### config.mk
export PLATFORM = sky130hd
export DESIGN_NAME = tlk2711_rx_data
export DESIGN_NICKNAME = d
export VERILOG_FILES = /design/src/rtl/tlk2711_pkg.sv /design/src/rtl/tlk2711_rx_fifo.sv /design/src/rtl/tlk2711_rx_data.sv
export SDC_FILE = /design/constraint.sdc
export NUM_CORES = 1
export LEC_CHECK = 0
export BUFFER_PORTS_ARGS = -buffer_cell sky130_fd_sc_hd__buf_2
export CAP_MARGIN = 0
export CORE_ASPECT_RATIO = 1.25
export CORE_MARGIN = 3
export CORE_UTILIZATION = 50
export CTS_CLUSTER_SIZE = 24
export DETAILED_ROUTE_END_ITERATION = 8
export MAX_ROUTING_LAYER = met4
export PLACE_DENSITY = 0.66
export SYNTH_ARGS = -nofsm -noshare
export SYNTH_HDL_FRONTEND = slang
export SYNTH_SLANG_ARGS = --single-unit
### constraint.sdc
create_clock -name clk -period 10.2 [get_ports clk]
set_clock_uncertainty 0.15 [all_clocks]
set_input_delay 1.02 -clock clk [delete_from_list [all_inputs] [get_ports clk]]
set_output_delay 1.02 -clock clk [all_outputs]
set_load 0.005 [all_outputs]
### src/rtl/tlk2711_pkg.sv
// Shared TLK2711 link definitions: K-codes, frame header words, RX state
// encoding and status bit positions, used by both the TX and RX blocks.
package tlk2711_pkg;

  localparam logic [7:0] K28_5 = 8'hBC;
  localparam logic [7:0] D5_6  = 8'hC5;
  localparam logic [7:0] K28_2 = 8'h5C;
  localparam logic [7:0] K27_7 = 8'hFB;
  localparam logic [7:0] K29_7 = 8'hFD;
  localparam logic [7:0] K30_7 = 8'hFE;

  localparam logic [7:0] HEAD_0   = 8'hE1;
  localparam logic [7:0] HEAD_1   = 8'h16;
  localparam logic [7:0] HEAD_2   = 8'hEB;
  localparam logic [7:0] HEAD_3   = 8'h90;
  localparam logic [7:0] TX_IND   = 8'h81;
  localparam logic [7:0] FILE_END = 8'h01;

  // 16-bit link words, byte0 in [7:0]
  localparam logic [15:0] COMMA_WORD = {D5_6, K28_5};
  localparam logic [15:0] SOF_WORD   = {K28_2, K27_7};
  localparam logic [15:0] EOF_WORD   = {K29_7, K30_7};
  localparam logic [15:0] HEAD0_WORD = {HEAD_0, HEAD_1};
  localparam logic [15:0] HEAD1_WORD = {HEAD_2, HEAD_3};

  typedef enum logic [3:0] {
    S_IDLE, S_HUNT, S_WAIT_SOF, S_HEAD0, S_HEAD1, S_FSIGN,
    S_FNUM, S_DLEN, S_BODY, S_TAIL, S_EOF, S_DROP
  } rx_state_t;

  localparam int STAT_HDR_ERR   = 0;
  localparam int STAT_K_ERR     = 1;
  localparam int STAT_SEQ_ERR   = 2;
  localparam int STAT_TAIL_ERR  = 3;
  localparam int STAT_OVERFLOW  = 4;
  localparam int STAT_LOST_LOCK = 5;

endpackage

### src/rtl/tlk2711_rx_fifo.sv
// Synchronous first-word-fall-through FIFO; read data is zero while empty.
module tlk2711_rx_fifo #(
  parameter int DEPTH = 16,
  parameter int WIDTH = 73
) (
  input  logic             clk,
  input  logic             rst_n,
  input  logic             i_clear,
  input  logic             i_wr_en,
  input  logic [WIDTH-1:0] i_wr_data,
  input  logic             i_rd_en,
  output logic [WIDTH-1:0] o_rd_data,
  output logic             o_full,
  output logic             o_empty
);

  localparam int AW = $clog2(DEPTH);

  logic [WIDTH-1:0] r_mem [DEPTH];
  logic [AW:0]      r_wr_ptr;
  logic [AW:0]      r_rd_ptr;
  logic             w_wr;
  logic             w_rd;

  assign o_empty = (r_wr_ptr == r_rd_ptr);
  assign o_full  = (r_wr_ptr[AW] != r_rd_ptr[AW]) &&
                   (r_wr_ptr[AW-1:0] == r_rd_ptr[AW-1:0]);
  assign w_wr    = i_wr_en && !o_full;
  assign w_rd    = i_rd_en && !o_empty;
  assign o_rd_data = o_empty ? '0 : r_mem[r_rd_ptr[AW-1:0]];

  // NOTE: storage has no reset; the pointers alone define what is valid.
  always_ff @(posedge clk) begin
    if (w_wr) r_mem[r_wr_ptr[AW-1:0]] <= i_wr_data;
  end

  always_ff @(posedge clk or negedge rst_n) begin
    if (!rst_n) begin
      r_wr_ptr <= '0;
      r_rd_ptr <= '0;
    end else if (i_clear) begin
      r_wr_ptr <= '0;
      r_rd_ptr <= '0;
    end else begin
      if (w_wr) r_wr_ptr <= r_wr_ptr + 1'b1;
      if (w_rd) r_rd_ptr <= r_rd_ptr + 1'b1;
    end
  end

endmodule

### src/rtl/tlk2711_rx_data.sv
// TLK2711 receive framer: comma lock, frame parsing and packing of valid body
// bytes into 64-bit beats for the DMA write path, with sticky error status.
module tlk2711_rx_data
  import tlk2711_pkg::*;
#(
  parameter int DATA_WIDTH  = 64,
  parameter int BODY_WORDS  = 435,
  parameter int LOCK_COMMAS = 16,
  parameter int FIFO_DEPTH  = 16
) (
  input  logic                    clk,
  input  logic                    rst_n,
  input  logic                    i_soft_reset,
  input  logic                    i_rx_enable,
  input  logic [15:0]             i_2711_rxd,
  input  logic                    i_2711_rkmsb,
  input  logic                    i_2711_rklsb,
  input  logic                    i_2711_los,
  output logic                    o_dma_wr_valid,
  output logic [DATA_WIDTH-1:0]   o_dma_wr_data,
  output logic [DATA_WIDTH/8-1:0] o_dma_wr_keep,
  output logic                    o_dma_wr_last,
  input  logic                    i_dma_wr_ready,
  output logic                    o_rx_locked,
  output logic [15:0]             o_rx_frame_cnt,
  output logic [5:0]              o_rx_status,
  output logic                    o_rx_interrupt
);

  localparam int KW = DATA_WIDTH / 8;
  localparam int FW = DATA_WIDTH + KW + 1;
  localparam int IW = $clog2(BODY_WORDS + 1);
  localparam int CW = $clog2(LOCK_COMMAS) + 1;
  localparam logic [15:0] MAX_DLEN  = 16'(2 * BODY_WORDS);
  localparam logic [15:0] TAIL_WORD = 16'(2 * (BODY_WORDS + 3));

  logic [15:0]           r_rxd;
  logic                  r_rkmsb, r_rklsb, r_los;
  rx_state_t             r_state;
  logic [CW-1:0]         r_comma_cnt;
  logic                  r_locked;
  logic [15:0]           r_frame_cnt;
  logic [15:0]           r_exp_fnum;
  logic [5:0]            r_status;
  logic                  r_irq;
  logic                  r_frame_err;
  logic                  r_file_end;
  logic [IW-1:0]         r_keep_words;
  logic                  r_dlen_odd;
  logic [IW-1:0]         r_word_idx;
  logic [DATA_WIDTH-1:0] r_pack_data;
  logic [KW-1:0]         r_pack_keep;
  logic                  r_push;
  logic [DATA_WIDTH-1:0] r_push_data;
  logic [KW-1:0]         r_push_keep;
  logic                  r_push_last;

  logic                  w_comma, w_sof, w_eof, w_kword;
  logic                  w_is_kept, w_last_kept;
  logic [1:0]            w_word_keep;
  logic [DATA_WIDTH-1:0] w_merge_data;
  logic [KW-1:0]         w_merge_keep;
  logic                  w_full, w_empty;
  logic [FW-1:0]         w_rd_data;

  always_ff @(posedge clk or negedge rst_n) begin
    if (!rst_n) begin
      r_rxd   <= '0;
      r_rkmsb <= 1'b0;
      r_rklsb <= 1'b0;
      r_los   <= 1'b0;
    end else if (i_soft_reset) begin
      r_rxd   <= '0;
      r_rkmsb <= 1'b0;
      r_rklsb <= 1'b0;
      r_los   <= 1'b0;
    end else begin
      r_rxd   <= i_2711_rxd;
      r_rkmsb <= i_2711_rkmsb;
      r_rklsb <= i_2711_rklsb;
      r_los   <= i_2711_los;
    end
  end

  assign w_comma = r_rklsb && !r_rkmsb && (r_rxd == COMMA_WORD);
  assign w_sof   = r_rklsb && r_rkmsb && (r_rxd == SOF_WORD);
  assign w_eof   = r_rklsb && r_rkmsb && (r_rxd == EOF_WORD);
  assign w_kword = r_rklsb || r_rkmsb;

  assign w_is_kept   = (r_word_idx < r_keep_words);
  assign w_last_kept = (r_word_idx == r_keep_words - IW'(1));
  assign w_word_keep = (w_last_kept && r_dlen_odd) ? 2'b01 : 2'b11;

  always_comb begin
    // NOTE: defaults first so every path assigns these and no latch is inferred.
    w_merge_data = r_pack_data;
    w_merge_keep = r_pack_keep;
    w_merge_data[{r_word_idx[1:0], 4'b0000} +: 16] = r_rxd;
    w_merge_keep[{r_word_idx[1:0], 1'b0} +: 2]     = w_word_keep;
  end

  always_ff @(posedge clk or negedge rst_n) begin
    if (!rst_n) begin
      r_state      <= S_IDLE;
      r_comma_cnt  <= '0;
      r_locked     <= 1'b0;
      r_frame_cnt  <= '0;
      r_exp_fnum   <= '0;
      r_status     <= '0;
      r_irq        <= 1'b0;
      r_frame_err  <= 1'b0;
      r_file_end   <= 1'b0;
      r_keep_words <= '0;
      r_dlen_odd   <= 1'b0;
      r_word_idx   <= '0;
      r_pack_data  <= '0;
      r_pack_keep  <= '0;
      r_push       <= 1'b0;
      r_push_data  <= '0;
      r_push_keep  <= '0;
      r_push_last  <= 1'b0;
    end else begin
      r_push <= 1'b0;
      r_irq  <= 1'b0;
      // A dropped beat spoils the frame it belongs to.
      if (r_push && w_full) begin
        r_status[STAT_OVERFLOW] <= 1'b1;
        r_frame_err             <= 1'b1;
      end

      if (i_soft_reset) begin
        r_state     <= S_IDLE;
        r_comma_cnt <= '0;
        r_locked    <= 1'b0;
        r_frame_cnt <= '0;
        r_exp_fnum  <= '0;
        r_status    <= '0;
        r_frame_err <= 1'b0;
        r_file_end  <= 1'b0;
        r_word_idx  <= '0;
        r_pack_data <= '0;
        r_pack_keep <= '0;
      end else if (!i_rx_enable) begin
        r_state     <= S_IDLE;
        r_comma_cnt <= '0;
        r_locked    <= 1'b0;
        r_pack_data <= '0;
        r_pack_keep <= '0;
      end else if (r_los && r_state != S_IDLE) begin
        r_state                  <= S_HUNT;
        r_comma_cnt              <= '0;
        r_locked                 <= 1'b0;
        r_status[STAT_LOST_LOCK] <= 1'b1;
        r_pack_data              <= '0;
        r_pack_keep              <= '0;
      end else begin
        case (r_state)
          S_IDLE: begin
            r_state     <= S_HUNT;
            r_comma_cnt <= '0;
          end
          S_HUNT: begin
            if (!w_comma) begin
              r_comma_cnt <= '0;
            end else if (r_comma_cnt == CW'(LOCK_COMMAS - 1)) begin
              r_comma_cnt <= '0;
              r_locked    <= 1'b1;
              r_state     <= S_WAIT_SOF;
            end else begin
              r_comma_cnt <= r_comma_cnt + CW'(1);
            end
          end
          S_WAIT_SOF, S_DROP: begin
            if (w_sof) begin
              r_state     <= S_HEAD0;
              r_frame_err <= 1'b0;
              r_file_end  <= 1'b0;
              r_word_idx  <= '0;
              r_pack_data <= '0;
              r_pack_keep <= '0;
            end else if (r_state == S_DROP) begin
              if (w_eof) r_state <= S_WAIT_SOF;
            end else if (w_kword && !w_comma) begin
              r_status[STAT_K_ERR] <= 1'b1;
            end
          end
          S_HEAD0, S_HEAD1, S_FSIGN, S_FNUM, S_DLEN, S_BODY, S_TAIL: begin
            if (w_kword) begin
              r_status[STAT_K_ERR] <= 1'b1;
              r_state              <= S_DROP;
            end else begin
              case (r_state)
                S_HEAD0: begin
                  if (r_rxd != HEAD0_WORD) begin
                    r_status[STAT_HDR_ERR] <= 1'b1;
                    r_state                <= S_DROP;
                  end else r_state <= S_HEAD1;
                end
                S_HEAD1: begin
                  if (r_rxd != HEAD1_WORD) begin
                    r_status[STAT_HDR_ERR] <= 1'b1;
                    r_state                <= S_DROP;
                  end else r_state <= S_FSIGN;
                end
                S_FSIGN: begin
                  if (r_rxd[7:0] != TX_IND) begin
                    r_status[STAT_HDR_ERR] <= 1'b1;
                    r_state                <= S_DROP;
                  end else begin
                    r_file_end <= (r_rxd[15:8] == FILE_END);
                    r_state    <= S_FNUM;
                  end
                end
                S_FNUM: begin
                  if (r_rxd != r_exp_fnum) begin
                    r_status[STAT_SEQ_ERR] <= 1'b1;
                    r_frame_err            <= 1'b1;
                  end
                  r_exp_fnum <= r_rxd + 16'd1;
                  r_state    <= S_DLEN;
                end
                S_DLEN: begin
                  if (r_rxd > MAX_DLEN) begin
                    r_status[STAT_HDR_ERR] <= 1'b1;
                    r_state                <= S_DROP;
                  end else begin
                    r_keep_words <= IW'(r_rxd >> 1) + IW'(r_rxd[0]);
                    r_dlen_odd   <= r_rxd[0];
                    r_word_idx   <= '0;
                    r_state      <= S_BODY;
                  end
                end
                S_BODY: begin
                  if (w_is_kept) begin
                    if ((&r_word_idx[1:0]) || w_last_kept) begin
                      r_push      <= 1'b1;
                      r_push_data <= w_merge_data;
                      r_push_keep <= w_merge_keep;
                      r_push_last <= w_last_kept;
                      r_pack_data <= '0;
                      r_pack_keep <= '0;
                    end else begin
                      r_pack_data <= w_merge_data;
                      r_pack_keep <= w_merge_keep;
                    end
                  end
                  r_word_idx <= r_word_idx + IW'(1);
                  if (r_word_idx == IW'(BODY_WORDS - 1)) r_state <= S_TAIL;
                end
                default: begin
                  if (r_rxd != TAIL_WORD) begin
                    r_status[STAT_TAIL_ERR] <= 1'b1;
                    r_frame_err             <= 1'b1;
                  end
                  r_state <= S_EOF;
                end
              endcase
            end
          end
          S_EOF: begin
            if (!w_eof) begin
              r_status[STAT_K_ERR] <= 1'b1;
            end else if (!r_frame_err) begin
              r_frame_cnt <= r_frame_cnt + 16'd1;
              if (r_file_end) begin
                r_irq      <= 1'b1;
                r_exp_fnum <= '0;
              end
            end
            r_state <= S_WAIT_SOF;
          end
          default: r_state <= S_IDLE;
        endcase
      end
    end
  end

  tlk2711_rx_fifo #(
    .DEPTH(FIFO_DEPTH),
    .WIDTH(FW)
  ) u_fifo (
    .clk       (clk),
    .rst_n     (rst_n),
    .i_clear   (i_soft_reset),
    .i_wr_en   (r_push),
    .i_wr_data ({r_push_data, r_push_keep, r_push_last}),
    .i_rd_en   (o_dma_wr_valid && i_dma_wr_ready),
    .o_rd_data (w_rd_data),
    .o_full    (w_full),
    .o_empty   (w_empty)
  );

  assign o_dma_wr_valid = !w_empty;
  assign {o_dma_wr_data, o_dma_wr_keep, o_dma_wr_last} = w_rd_data;
  assign o_rx_locked    = r_locked;
  assign o_rx_frame_cnt = r_frame_cnt;
  assign o_rx_status    = r_status;
  assign o_rx_interrupt = r_irq;

endmodule

==> flow_metrics.py <==
metrics = {
    "run_status": {
        "status": "finished, final reports clean",
    },
    "clocking": {
        "ctsRootBufferMaster": "clkbuf_16",
        "cts_tree": "done",
        "cts-resized-gates": 0,
        "clkLatencyLatePin_ns": 0.75,
        "postCtsSetupRepairBufs": 0,
        "clk_pin_slew_ns": 0.06,
        "cts_num_sinks": 1413,
        "htreeDepth": 4,
        "hold_buffers": 0,
        "cts-buffers-inserted": 136,
        "max-clock-path-buffers": 3,
    },
    "critical_path": {
        "timing.rr.start": "u_fifo.r_rd_ptr[0]",
        "r2r_setup_slack_ns": 5.21,
        "setup.worst_path.start_class": "register",
        "worst-endpoint-arrival_ns": 5.52,
        "r2r_cells": 8,
        "crit_fanout": 99,
        "worstPathRequired_ns": 9.03,
        "criticalPathCategory": "reg2out",
        "r2r_end": "u_fifo.r_mem[13][12]",
        "critPathCaptureType": "output port",
    },
    "timing": {
        "slew_viol_final": 0,
        "whs_ns": 0.189,
        "finalCritPeriodShare_pct": 65.6,
        "fmax_ghz": 0.149,
        "worstMarginPinSlew_ns": 1.17,
        "tns_ns": 0,
        "setup-violations-final": 0,
        "grt_setup_unrepaired": "no",
        "hold_viol": 0,
        "max_slew_margin_pct": 21.3,
        "fin_crit_ns": 6.69,
    },
    "pwr": {
        "p_switching_mw": 2.22,
        "switching_share_pct": 19.7,
        "total_power_mw": 11.2,
        "power.density_mw_per_mm2": 177,
        "p_leak_nw": 22.4,
        "power_frac_clock_pct": 43.8,
        "cell_internal_pwr_mw": 9.02,
        "peakVddDrop_v": 0.000154,
        "pwr-share-comb_pct": 1.0,
        "pwr-share-seq_pct": 55.2,
    },
    "synthesis": {
        "synth_top_family_by_area": "multiplexers",
        "netlist_area_mm2": 0.0569,
        "synthAdderAreaFrac_pct": 0.594,
        "yosys.area_share.simple_pct": 4.38,
        "seq_area_frac_synth_pct": 72.5,
        "synth-main-ff-cell": "edfxtp_1",
        "async_flop_share_pct": 17.3,
        "synth_xor_xnor_area_share_pct": 1.02,
        "ys_ff_latch": 1413,
        "synth_compound_area_share_pct": 3.28,
        "muxShareOfSynthArea_pct": 16.0,
        "syn_nets": 3021,
        "yosys_warnings": 0,
        "avgSynthCellArea_um2": 19.1,
        "synth_edf_count": 1168,
        "yosys.cell_types.count": 74,
        "synthCells": 2970,
    },
    "worst_hold_path": {
        "holdCritPathClass": "in2async",
    },
    "global_routing": {
        "grt_max_degree": 157,
        "antenna_found_initial": 2,
        "grt_pass1_vias": 30500,
        "overflow": 0,
        "grt_pass1_wl_um": 201000,
        "grt_use_total_pct": 24.0,
    },
    "floorplan": {
        "die_w_um": 308,
        "row_count": 137,
        "die_y_um": 383,
        "start_util_pct": 50.6,
        "dieArea_mm2": 0.118,
        "coreArea_mm2": 0.112,
        "pin_count": 122,
    },
    "cells_and_area": {
        "finalInstanceArea_mm2": 0.0634,
        "fin_nets": 3162,
        "drive_above_1_share_pct": 25.2,
        "diodes": 0,
        "layout_common_cells": "edfxtp_1 (1168), mux4_2 (365), dfrtp_1 (241)",
        "nFillCells": 8256,
        "final_common_cell": "edfxtp_1",
        "syn2layout_area_growth_pct": 11.5,
        "stdcell_count": 4679,
    },
    "drt": {
        "drc": 0,
        "via_per_inst": 6.17,
        "postRouteAntennaNets": 0,
        "first_pass_iters": 7,
        "finalWirelength_um": 134000,
        "vias": 28900,
        "drtIter0Drc": 2912,
        "wire_per_inst_um": 28.5,
    },
    "placement": {
        "numPortBuffers": 121,
        "placed_cells": 4431,
        "gp_congestion": 0.854,
        "post-dp-hpwl_um": 70100,
        "placed_cell_area_mm2": 0.0590,
    },
    "run": {
        "max-cap-violations": 0,
    },
}
[power groups by stage]
| stage | Combinational, mW | Sequential [mW] | Clock, mW |
|---|---|---|---|
| 2_1_floorplan | 0.0740 | 6.31 | 0 |
| 3_3_place_gp | 0.114 | 6.32 | 0 |
| 3_5_place_dp | 0.116 | 6.32 | 0 |
| 4_1_cts | 0.117 | 6.20 | 5.01 |
| 5_1_grt | 0.129 | 6.20 | 5.24 |
| 6_report | 0.117 | 6.20 | 4.92 |
[stage by stage]
| stage | setup slack (ns) | utilization, % |
|---|---|---|
| floorplan | 1.39 | - |
| global placement | 4.14 | 52.6 |
| detailed placement | 4.06 | 52.6 |
| CTS | 3.23 | 56.4 |
| global route | 2.97 | 56.4 |
| finish | 3.51 | 56.4 |
[worst max path at each step]
stage | startpoint | to | slack, ns | depth (start not counted)
after floorplan | u_fifo.r_wr_ptr[2] | u_fifo.r_mem[3][0] | 1.39 | 6
after global placement | u_fifo.r_rd_ptr[0] | o_dma_wr_data[46] | 4.14 | 7
after detailed placement | u_fifo.r_rd_ptr[0] | o_dma_wr_data[46] | 4.06 | 7
after CTS | u_fifo.r_rd_ptr[0] | o_dma_wr_data[46] | 3.23 | 7
after global routing | u_fifo.r_rd_ptr[0] | o_dma_wr_data[30] | 2.97 | 7
final | u_fifo.r_rd_ptr[0] | o_dma_wr_data[30] | 3.51 | 7
[sequential cells by signal, indices dropped and copies added (netlist names), 4 cells and up]
signal	cells
u_fifo.r_mem	1168
r_pack_data	64
r_push_data	64
o_rx_frame_cnt	16
r_exp_fnum	16
r_rxd	16
r_keep_words	9
r_word_idx	9
r_pack_keep	8
r_push_keep	8
o_rx_status	6
r_comma_cnt	5
u_fifo.r_rd_ptr	5
u_fifo.r_wr_ptr	5
r_state	4
[critical path: stages (launching register included)]
cell,delay [ns]
dfrtp_4,0.88
buf_12,0.71
buf_4,0.78
buf_4,0.80
mux4_2,0.60
mux4_2,0.53
nor2b_1,0.16
buf_2,0.18
[logic make-up (layout without fill, tap and decap cells)]
logic type / count (synthesis) / after routing
DFF: 1413 / 1413
AOI/OAI and AO/OA: 263 / 263
buffers and inverters: 290 / 540
xor gates and xnor gates: 66 / 66
adders and majority gates: 27 / 27
muxes: 442 / 442
and+or+nand+nor: 469 / 469
[synth_stat cells (4+ instances only)]
cell type,count,area share [%]
buf_1,19,0.13
nor2_1,69,0.46
and3_1,8,0.088
nand2_1,122,0.81
a21o_1,6,0.079
mux2_2,25,0.50
clkbuf_1,108,0.71
dfrtp_1,245,11
nor4_1,18,0.20
mux2_1,45,0.89
xor2_1,41,0.63
nor4b_1,7,0.11
nor3b_1,6,0.079
a22o_1,50,0.77
and2_1,34,0.37
edfxtp_1,1168,62
nor3_1,16,0.14
mux4_2,365,14
ha_1,27,0.59
o21a_1,7,0.092
xnor2_1,25,0.39
or3_1,11,0.12
a21oi_1,29,0.26
nor2b_1,97,1.1
o41ai_4,4,0.19
o22ai_1,17,0.19
nand3_1,33,0.29
or2_2,5,0.055
o31ai_1,23,0.30
nand4_1,17,0.19
mux2i_1,7,0.12
and4b_1,4,0.070
nand2b_1,6,0.066
buf_6,16,0.32
buf_2,31,0.27
o21ai_0,86,0.76
a31oi_1,11,0.12
inv_1,112,0.74
[area by class of cell]
class	instances	area [µm²]	share of cell area [%]
clock buffers	174	3740	5.91
repair buffers	180	1090	1.72
clock inverters	73	622	0.981
multi-input cells	1267	14500	22.8
flip-flops and latches	1413	41200	65.0
inverters	113	424	0.669
well taps	1459	1830	2.88
[metal layers]
metal	global-route usage, %	up-vias	share of wire, %
li1	-	12100	-
met1	32.3	15500	41
met2	38.8	1052	51
met3	3.35	224	5.9
met4	7.02	0	2.4
met5	-	-	0
Power figures use the tool's default switching activity.
